$ cat src/rtl/gamepad_pmod_pkg.sv
// Shared types and constants for the Gamepad Pmod transmitter and its timer.
package gamepad_pmod_pkg;

    typedef enum logic [2:0] {
        IDLE,
        SHIFT_LO,
        SHIFT_HI,
        LATCH,
        GAP
    } state_t;

    localparam int B_IDX      = 11;
    localparam int Y_IDX      = 10;
    localparam int SELECT_IDX = 9;
    localparam int START_IDX  = 8;
    localparam int UP_IDX     = 7;
    localparam int DOWN_IDX   = 6;
    localparam int LEFT_IDX   = 5;
    localparam int RIGHT_IDX  = 4;
    localparam int A_IDX      = 3;
    localparam int X_IDX      = 2;
    localparam int L_IDX      = 1;
    localparam int R_IDX      = 0;

    localparam int SINGLE_WIDTH = 12;
    localparam int DUAL_WIDTH   = 24;

    localparam logic [11:0] ABSENT_WORD = 12'hFFF;

    function automatic int max3(input int a, input int b, input int c);
        int m;
        m = (a > b) ? a : b;
        return (m > c) ? m : c;
    endfunction

endpackage

$ cat src/rtl/gamepad_pmod_tx_timer.sv
// Loadable phase down-counter; last_o is high on the final cycle of a loaded phase.
module gamepad_pmod_tx_timer #(
    parameter int CNT_W = 5
) (
    input  logic             clk,
    input  logic             reset,
    input  logic             load_i,
    input  logic [CNT_W-1:0] value_i,
    output logic             last_o,
    output logic             last_nxt_o
);

    logic [CNT_W-1:0] cnt_q, cnt_d;
    logic             last_q;

    always_comb begin
        cnt_d = cnt_q;
        if (load_i) begin
            cnt_d = value_i;
        end else if (cnt_q != '0) begin
            cnt_d = cnt_q - 1'b1;
        end
    end

    // Lookahead lets the parent register pulses that must coincide with a phase's last cycle.
    assign last_nxt_o = (cnt_d == CNT_W'(1));

    always_ff @(posedge clk) begin
        if (reset) begin
            cnt_q  <= '0;
            last_q <= 1'b0;
        end else begin
            cnt_q  <= cnt_d;
            last_q <= last_nxt_o;
        end
    end

    assign last_o = last_q;

endmodule

$ cat src/rtl/gamepad_pmod_tx.sv
// Gamepad Pmod serializer: parallel button word in, pmod_data/clk/latch out.
// Define GAMEPAD_PMOD_TX_AUTO_EN for free-running back-to-back frames without handshake.
module gamepad_pmod_tx
    import gamepad_pmod_pkg::*;
#(
    parameter int BIT_WIDTH  = 12,
    parameter int CLK_DIV    = 4,
    parameter int GAP_CYCLES = 8
) (
    input  logic                    clk,
    input  logic                    reset,
    input  logic [BIT_WIDTH-1:0]    buttons,
    input  logic [BIT_WIDTH/12-1:0] present,
    input  logic                    btn_valid,
    output logic                    btn_ready,
    output logic                    pmod_data,
    output logic                    pmod_clk,
    output logic                    pmod_latch,
    output logic                    busy,
    output logic                    frame_done
);

    localparam int NUM_CTRL = BIT_WIDTH / SINGLE_WIDTH;
    localparam int CNT_W    = $clog2(max3(CLK_DIV, GAP_CYCLES, BIT_WIDTH) + 1);

    if (CLK_DIV < 4) begin : g_bad_clk_div
        $error("gamepad_pmod_tx: CLK_DIV must be at least 4");
    end
    if (BIT_WIDTH % SINGLE_WIDTH != 0 || NUM_CTRL < 1) begin : g_bad_width
        $error("gamepad_pmod_tx: BIT_WIDTH must be a multiple of 12");
    end

    state_t               state_q, state_d;
    logic [BIT_WIDTH-1:0] shreg_q, shreg_d, capture;
    logic [CNT_W-1:0]     bit_cnt_q, bit_cnt_d;
    logic                 start, tc, tc_nxt, tmr_load;
    logic [CNT_W-1:0]     tmr_value;

    logic data_q, data_d, pclk_q, pclk_d, latch_q, latch_d;
    logic busy_q, busy_d, done_q, done_d, ready_q, ready_d;

`ifdef GAMEPAD_PMOD_TX_AUTO_EN
    localparam logic READY_IDLE = 1'b0;
    assign start = (state_q == IDLE);
`else
    localparam logic READY_IDLE = 1'b1;
    assign start = (state_q == IDLE) && btn_valid;
`endif

    always_comb begin
        capture = '0;
        for (int i = 0; i < NUM_CTRL; i++) begin
            capture[i*SINGLE_WIDTH +: SINGLE_WIDTH] =
                present[i] ? buttons[i*SINGLE_WIDTH +: SINGLE_WIDTH] : ABSENT_WORD;
        end
    end

    always_comb begin
        state_d   = state_q;
        shreg_d   = shreg_q;
        bit_cnt_d = bit_cnt_q;
        case (state_q)
            IDLE: begin
                shreg_d   = '0;
                bit_cnt_d = '0;
                if (start) begin
                    shreg_d   = capture;
                    bit_cnt_d = CNT_W'(BIT_WIDTH);
                    state_d   = SHIFT_LO;
                end
            end
            SHIFT_LO: if (tc) state_d = SHIFT_HI;
            SHIFT_HI: begin
                if (tc) begin
                    shreg_d   = shreg_q << 1;
                    bit_cnt_d = bit_cnt_q - 1'b1;
                    state_d   = (bit_cnt_q == CNT_W'(1)) ? LATCH : SHIFT_LO;
                end
            end
            LATCH: if (tc) state_d = (GAP_CYCLES == 0) ? IDLE : GAP;
            GAP:   if (tc) state_d = IDLE;
            default: state_d = IDLE;
        endcase
    end

    // Every state entry reloads the timer; IDLE keeps it parked at zero.
    always_comb begin
        tmr_load  = (state_d != state_q) || (state_q == IDLE);
        tmr_value = '0;
        case (state_d)
            SHIFT_LO, SHIFT_HI, LATCH: tmr_value = CNT_W'(CLK_DIV);
            GAP:                       tmr_value = CNT_W'(GAP_CYCLES);
            default:                   tmr_value = '0;
        endcase
    end

    gamepad_pmod_tx_timer #(.CNT_W(CNT_W)) u_timer (
        .clk        (clk),
        .reset      (reset),
        .load_i     (tmr_load),
        .value_i    (tmr_value),
        .last_o     (tc),
        .last_nxt_o (tc_nxt)
    );

    // Outputs are decoded from the next state so every pin comes straight from a flop.
    always_comb begin
        data_d  = 1'b0;
        pclk_d  = 1'b0;
        latch_d = 1'b0;
        busy_d  = (state_d != IDLE);
        ready_d = (state_d == IDLE) ? READY_IDLE : 1'b0;
        done_d  = tc_nxt && ((state_d == GAP) || (GAP_CYCLES == 0 && state_d == LATCH));
        case (state_d)
            SHIFT_LO: data_d = shreg_d[BIT_WIDTH-1];
            SHIFT_HI: begin
                data_d = shreg_d[BIT_WIDTH-1];
                pclk_d = 1'b1;
            end
            LATCH:   latch_d = 1'b1;
            default: ;
        endcase
    end

    always_ff @(posedge clk) begin
        if (reset) begin
            state_q   <= IDLE;
            shreg_q   <= '0;
            bit_cnt_q <= '0;
            data_q    <= 1'b0;
            pclk_q    <= 1'b0;
            latch_q   <= 1'b0;
            busy_q    <= 1'b0;
            done_q    <= 1'b0;
            ready_q   <= READY_IDLE;
        end else begin
            state_q   <= state_d;
            shreg_q   <= shreg_d;
            bit_cnt_q <= bit_cnt_d;
            data_q    <= data_d;
            pclk_q    <= pclk_d;
            latch_q   <= latch_d;
            busy_q    <= busy_d;
            done_q    <= done_d;
            ready_q   <= ready_d;
        end
    end

    assign btn_ready  = ready_q;
    assign pmod_data  = data_q;
    assign pmod_clk   = pclk_q;
    assign pmod_latch = latch_q;
    assign busy       = busy_q;
    assign frame_done = done_q;

endmodule

$ cat config.mk
export PLATFORM = sky130hd
export DESIGN_NAME = gamepad_pmod_tx
export DESIGN_NICKNAME = d
export VERILOG_FILES = /design/src/rtl/gamepad_pmod_pkg.sv /design/src/rtl/gamepad_pmod_tx_timer.sv /design/src/rtl/gamepad_pmod_tx.sv
export SDC_FILE = /design/constraint.sdc
export NUM_CORES = 1
export LEC_CHECK = 0
export BUFFER_PORTS_ARGS = -buffer_cell sky130_fd_sc_hd__buf_2
export CAP_MARGIN = 0
export CORE_AREA = 2 2 63 65
export DETAILED_ROUTE_END_ITERATION = 16
export DIE_AREA = 0 0 65 67
export GPL_TIMING_DRIVEN = 1
export SLEW_MARGIN = 15
export SYNTH_ARGS = -nofsm -noshare
export SYNTH_HDL_FRONTEND = slang
export SYNTH_SLANG_ARGS = --single-unit
$ cat constraint.sdc
create_clock -name clk -period 3.75 [get_ports clk]
set_clock_uncertainty 0.15 [all_clocks]
set_input_delay 0.75 -clock clk [delete_from_list [all_inputs] [get_ports clk]]
set_output_delay 0.75 -clock clk [all_outputs]
set_load 0.02 [all_outputs]
==> flow_metrics.py, run 1 <==
metrics = {
    "outcome": {
        "status": "finished clean",
    },
    "clocking": {
        "postCtsSetupBuffers": 0,
        "numCtsBuffers": 5,
        "clockBufferDepth": 2,
        "cts_tree": "done",
        "root_buffer": "clkbuf_8",
        "h-tree-depth": 2,
        "insertion_delay_ns": 0.27,
        "cts_hold_buf": 0,
        "clkTransAtPathRegs_ns": 0.06,
        "cts_resized": 0,
        "clock_sinks": 30,
    },
    "global_routing": {
        "grt_start_max_net_pins": 26,
        "grt_pass1_vias": 1209,
        "grt_usage_pct": 16.3,
        "grt_pass1_wl_mm": 5.29,
        "grt-ovfl-total": 0,
        "antenna_found_initial": 0,
    },
    "yosys": {
        "synth_fp_nets": 190,
        "async_flop_share_pct": 0,
        "synthFlopType": "dfxtp_1",
        "synth_cells": 171,
        "yosys-top-cells-count": "30 x dfxtp_1, 24 x nand2_1, 19 x o21ai_0",
        "yosys_warnings": 0,
        "synth-edff-count": 0,
        "yosysSeqAreaShare_pct": 42.5,
        "ys_top_cells_by_area": "dfxtp_1 42%, o21ai_0 6.7%, nand2_1 6.4%, a31oi_1 5.3%, nor2_1 3.2%",
        "synth.cell_area_mm2": 0.00141,
        "synth_cell_types": 36,
        "synth_top_area_share_pct": 42.5,
        "synth.largest_area_cell": "dfxtp_1",
        "ys_seq_elements": 30,
        "synthMostInstantiatedCell": "dfxtp_1",
        "avgSynthCellArea_um2": 8.27,
    },
    "route": {
        "dr.pass1.iters": 4,
        "antenna_left": 0,
        "num_vias": 1226,
        "routed_wl_mm": 2.95,
        "via_per_inst": 5.13,
        "drc_errors": 0,
        "drt_iter0_drc": 52,
        "wire_per_inst_um": 12.3,
    },
    "power_and_ir_drop": {
        "irDropWorstVdd_uv": 197,
        "power.density_mw_per_mm2": 422,
        "p_leak_nw": 0.608,
    },
    "timing": {
        "worstMarginPinSlew_ns": 1.07,
        "max_freq_mhz": 458,
        "finalSetupViolations": 0,
        "finalCriticalPeriod_ns": 2.18,
        "rsz0062_at_grt": "false",
        "slew_headroom_pct": 28.1,
        "tns_ns": 0,
        "whs_ns": 0.314,
        "finalHoldViolCount": 0,
        "final-max-slew-violation-count": 0,
        "setup_slack_ns": 1.57,
        "period_share_pct": 58.2,
    },
    "place": {
        "io_buffers": 21,
        "gp_congestion": 0.818,
        "dpl_cell_area_mm2": 0.00154,
        "preCtsSetupSlack_ns": 1.56,
        "hpwlAfterDp_mm": 2.07,
    },
    "floorplan": {
        "die_h_um": 67,
        "die_x_um": 65,
        "start_util_pct": 39.2,
        "coreArea_mm2": 0.00361,
        "die_area_mm2": 0.00436,
        "pin_count": 22,
        "num_rows": 22,
    },
    "worst_setup_path": {
        "critPathMaxFanout": 17,
        "cp-end-kind": "flop",
        "worstPathArrival_ns": 2.23,
        "critPathKind": "reg -> reg",
        "crit_path_start_kind": "flop",
        "crit_required_ns": 3.80,
    },
    "finish": {
        "antennaDiodeCount": 0,
        "num-nets-final": 209,
        "drive_above_1_share_pct": 18.3,
        "design_area_mm2": 0.00163,
        "post-route-util_pct": 45.3,
        "area_growth_pct": 15.5,
        "fill_cells": 379,
    },
    "hold_path": {
        "hold_path_class": "reg -> reg",
    },
    "flow_run": {
        "drv_cap": 0,
    },
}
==> through the flow <==
step	total power [mW]	instances
global placement	0.431	231
finish	0.690	239
global route	0.730	239
floorplan	0.410	171
CTS	0.699	239
detailed placement	0.434	231
==> registers in the layout, indices dropped and copies added, names as in the netlist <==
| signal | count |
|---|---|
| state_q | 3 |
| pmod_clk | 1 |
| u_timer.last_o | 1 |
| pmod_latch | 1 |
| btn_ready | 1 |
| shreg_q | 12 |
| busy | 1 |
| u_timer.cnt_q | 4 |
| frame_done | 1 |
| bit_cnt_q | 4 |
| pmod_data | 1 |
==> cell type report <==
class | count | area [µm²] | area share, %
inverter | 10 | 37.5 | 2.30
timing repair buffer | 22 | 113 | 6.90
clock inverter | 1 | 5.00 | 0.307
clock buffer | 7 | 86.3 | 5.29
tap | 48 | 60.1 | 3.68
multi-input combinational | 121 | 731 | 44.8
sequential | 30 | 601 | 36.8
==> critical path: stages, from the launching register on <==
cell	delay [ns]
dfxtp_1	0.51
inv_1	0.16
o21ai_1	0.86
o21ai_0	0.21
a21oi_1	0.20
==> worst paths after layout <==
kind                    start      endpoint  slack, ns  cells past startpoint
setup / recovery   state_q[1]  bit_cnt_q[3]       1.57                      4
hold / removal    shreg_q[10]   shreg_q[10]       0.31                      2
setup reg to reg   state_q[1]  bit_cnt_q[3]       1.57                      4
hold reg to reg   shreg_q[10]   shreg_q[10]       0.31                      2
==> logic make-up (layout without fill, tap and decap cells) <==
family | after synthesis | in the layout | synth area share, %
and+or+nand+nor | 67 | 67 | 25.0
AOI/OAI and AO/OA | 45 | 45 | 19.9
DFF | 30 | 30 | 42.5
buffers and inverters | 20 | 40 | 5.84
adders and majority gates | 4 | 4 | 3.36
muxes | 3 | 3 | 2.21
xor gates and xnor gates | 2 | 2 | 1.24
==> layer usage <==
layer / track usage, % / vias up / wire, µm
met5: 0 / - / 0
met4: 9.84 / 0 / 80
met3: 5.57 / 6 / 176
met2: 27.1 / 37 / 1390
met1: 18.0 / 555 / 1300
li1: - / 628 / -
==> power breakdown <==
part | switching, mW | leakage, nW | total (mW) | internal [mW]
Combinational | 0.0426 | 0.314 | 0.0783 | 0.0356
Sequential | 0.0129 | 0.246 | 0.348 | 0.335
Clock | 0.116 | 0.0482 | 0.263 | 0.148
Total | 0.171 | 0.608 | 0.690 | 0.519
==> placed cells by master, fill, tap and decap left out <==
master	netlist	final
buf_4	0	1
nand2b_1	1	1
a21oi_1	5	5
and3b_1	1	1
a211o_1	1	1
or3b_2	1	1
or4b_4	1	1
o21ai_1	1	1
o211ai_1	1	1
or2_2	1	1
o31ai_1	1	1
and2_1	3	3
clkinv_2	0	1
dfxtp_1	30	30
clkbuf_1	4	1
nor4_1	2	2
mux2_2	1	1
nor2_1	12	12
maj3_1	1	1
a22oi_1	1	1
o311ai_0	1	1
xnor2_1	2	2
nor4b_1	3	3
ha_1	3	3
nor2_2	1	1
mux2i_1	2	2
nor2b_1	6	6
nor3_1	5	5
clkbuf_8	0	6
a221oi_4	1	1
inv_1	10	10
nand2_1	24	24
nor4bb_1	1	1
and2b_1	1	1
nor3b_1	4	4
o21ai_0	19	19
a31oi_1	12	12
buf_2	6	21
o21bai_1	2	2
Note: power is estimated with default switching activity, not from simulation.
==> run 2, diff against run 1 <==
--- a/config.mk
+++ b/config.mk
@@ -5,11 +5,12 @@
 export SDC_FILE = /design/constraint.sdc
 export NUM_CORES = 1
 export LEC_CHECK = 0
+export ABC_AREA = 1
 export BUFFER_PORTS_ARGS = -buffer_cell sky130_fd_sc_hd__buf_2
 export CAP_MARGIN = 0
-export CORE_AREA = 2 2 63 65
+export CORE_AREA = 2 2 65 67
 export DETAILED_ROUTE_END_ITERATION = 16
-export DIE_AREA = 0 0 65 67
+export DIE_AREA = 0 0 67 69
 export GPL_TIMING_DRIVEN = 1
 export SLEW_MARGIN = 15
 export SYNTH_ARGS = -nofsm -noshare
==> constraint.sdc (replaced) <==
create_clock -name clk -period 2 [get_ports clk]
set_clock_uncertainty 0.15 [all_clocks]
set_input_delay 0.4 -clock clk [delete_from_list [all_inputs] [get_ports clk]]
set_output_delay 0.4 -clock clk [all_outputs]
set_load 0.02 [all_outputs]
==> flow_metrics.py, run 2 <==
metrics = {
    "clocking": {
        "root_buffer": "clkbuf_8",
        "cts_hold_buf": 0,
        "cts_tree": "done",
        "clockBufferDepth": 2,
        "h-tree-depth": 2,
        "insertion_delay_ns": 0.28,
        "clkTransAtPathRegs_ns": 0.06,
        "numCtsBuffers": 5,
        "postCtsSetupBuffers": 0,
        "cts_resized": 0,
        "clock_sinks": 30,
    },
    "timing": {
        "tns_ns": 0,
        "finalSetupViolations": 0,
        "final-max-slew-violation-count": 0,
        "worstMarginPinSlew_ns": 0.405,
        "rsz0062_at_grt": "false",
        "finalHoldViolCount": 0,
        "period_share_pct": 82.9,
        "slew_headroom_pct": 72.9,
        "max_freq_mhz": 603,
        "finalCriticalPeriod_ns": 1.66,
    },
    "floorplan": {
        "die_x_um": 67,
        "start_util_pct": 38.1,
        "die_area_mm2": 0.00462,
        "num_rows": 23,
        "die_h_um": 69,
        "pin_count": 22,
        "coreArea_mm2": 0.00391,
    },
    "global_routing": {
        "grt-ovfl-total": 0,
        "grt_start_max_net_pins": 17,
        "antenna_found_initial": 0,
        "grt_pass1_vias": 1191,
        "grt_usage_pct": 14.8,
        "grt_pass1_wl_mm": 5.25,
    },
    "power_and_ir_drop": {
        "irDropWorstVdd_uv": 479,
        "power.density_mw_per_mm2": 764,
        "p_leak_nw": 0.807,
    },
    "finish": {
        "top_regs": "shreg_q: 12 flops, bit_cnt_q: 4 flops, u_timer.cnt_q: 4 flops",
        "top_register": "shreg_q",
        "area_growth_pct": 14.1,
        "drive_above_1_share_pct": 21.4,
        "largest_reg_flops": 12,
        "num-nets-final": 252,
        "antennaDiodeCount": 0,
        "fill_cells": 431,
        "post-route-util_pct": 43.4,
        "final_common_cell": "inv_1",
        "most-common-layout-cells": "35 x inv_1, 30 x dfxtp_1, 29 x nor2_1, 26 x o21ai_1, 22 x nand2_1",
    },
    "yosys": {
        "synth.cell_area_mm2": 0.00149,
        "synth-edff-count": 0,
        "synth_top_area_share_pct": 40.3,
        "synth_fp_nets": 231,
        "synth.largest_area_cell": "dfxtp_1",
        "yosys_warnings": 0,
        "ys_top_cells_by_area": "dfxtp_1 40%, inv_1 8.8%, o21ai_1 8.7%, nor2_1 7.3%, nand2_1 5.5%",
        "synth_cell_types": 27,
        "async_flop_share_pct": 0,
        "ys_seq_elements": 30,
        "synth_cells": 212,
        "avgSynthCellArea_um2": 7.03,
        "yosys-top-cells-count": "35 x inv_1, 30 x dfxtp_1, 29 x nor2_1",
        "yosysSeqAreaShare_pct": 40.3,
        "synthFlopType": "dfxtp_1",
        "synthMostInstantiatedCell": "inv_1",
    },
    "worst_setup_path": {
        "reg2regPathDepth": 5,
        "worstPathArrival_ns": 1.74,
        "rr_endpoint": "shreg_q[3]",
        "critPathKind": "reg -> reg",
        "reg2reg_from": "state_q[0]",
        "critPathMaxFanout": 11,
        "crit_path_start_kind": "flop",
        "r2r_slack_ns": 0.34,
        "crit_required_ns": 2.08,
        "cp-end-kind": "flop",
    },
    "flow_run": {
        "drv_cap": 0,
    },
    "route": {
        "wl_met2_mm": 1.26,
        "drt_iter0_drc": 31,
        "top_layer": "met4",
        "drt-met1-wl_mm": 1.45,
        "antenna_left": 0,
        "num_vias": 1288,
        "dr.pass1.iters": 4,
        "routed_wl_mm": 2.88,
        "wire_per_inst_um": 10.1,
        "dr_wl_met3_um": 101,
        "via_per_inst": 4.54,
        "drc_errors": 0,
    },
    "hold_path": {
        "hold_depth": 3,
        "hold_path_class": "in -> reg",
        "hold_end": "shreg_q[0]",
        "hp-start": "buttons[0]",
    },
    "place": {
        "hpwlAfterDp_mm": 2.11,
        "gp_congestion": 0.876,
        "io_buffers": 21,
    },
    "outcome": {
        "status": "finished clean",
    },
}
==> run 2: changes by cell type in the layout (fill, tap and decap cells not counted), moves of 4 or more <==
cell / previous run / this run
inv_1: 10 / 35
o21ai_1: 1 / 26
nor2_1: 12 / 29
a31oi_1: 12 / 3
inv_2: 0 / 8
nand3_1: 0 / 7
o21ai_0: 19 / 12
nor2b_1: 6 / 0
a21oi_1: 5 / 9
nor3b_1: 4 / 0
==> run 2: cell type report <==
| type | count | area [µm²] | share of cell area [%] |
|---|---|---|---|
| Multi-Input combinational cell | 131 | 672 | 39.5 |
| Sequential cell | 30 | 601 | 35.3 |
| Inverter | 43 | 161 | 9.49 |
| Timing Repair Buffer | 22 | 113 | 6.62 |
| Clock buffer | 7 | 86.3 | 5.08 |
| Tap cell | 50 | 62.6 | 3.68 |
| Clock inverter | 1 | 5.00 | 0.294 |
==> run 2: critical path: stages, from the launching register on <==
cell and delay [ns]:
dfxtp_1 0.41, nor3_2 0.35, nand2_1 0.31, o21ai_0 0.23, o21ai_0 0.10, inv_1 0.06
==> run 2: worst max path at each step <==
stage / endpoint / start / cells past startpoint
finish: shreg_q[3] / state_q[0] / 5
global route: shreg_q[3] / state_q[0] / 5
CTS: shreg_q[3] / state_q[0] / 5
detailed placement: shreg_q[3] / state_q[0] / 5
global placement: frame_done / state_q[0] / 10
floorplan: frame_done / u_timer.cnt_q[0] / 9
==> run 2: stage by stage <==
stage / setup slack (ns) / cells / total power [mW] / instance area (µm²) / hold slack (ns)
4_1_cts: 0.352 / 284 / 1.32 / 1700 / 0.238
3_3_place_gp: 0.413 / 276 / 0.817 / 1610 / 0.313
6_report: 0.342 / 284 / 1.30 / 1700 / 0.243
2_1_floorplan: 0.604 / 212 / 0.778 / 1490 / 0.296
5_1_grt: 0.168 / 284 / 1.37 / 1700 / 0.274
3_5_place_dp: 0.372 / 276 / 0.818 / 1610 / 0.312
==> run 2: power by group <==
| part | internal [mW] | switching (mW) | leakage (nW) | total (mW) |
|---|---|---|---|---|
| logic | 0.0610 | 0.100 | 0.513 | 0.161 |
| clock network | 0.277 | 0.219 | 0.0482 | 0.496 |
| registers | 0.626 | 0.0160 | 0.246 | 0.642 |
==> run 2: cell families after synthesis <==
kind of cell    Yosys count  share of synthesized area, %
xor+xnor                  1                         0.588
compound gates           52                          18.1
buf+inv                  51                          14.6
fa+ha+maj                 3                          2.52
simple gates             75                          23.9
flops                    30                          40.3
==> run 2: metal layers <==
metal  global-route usage, %  up-vias
met1                    19.3      559
li1                        -      707
met2                    21.3       16
met4                    8.16        0
met3                    4.57        6
met5                       0        -
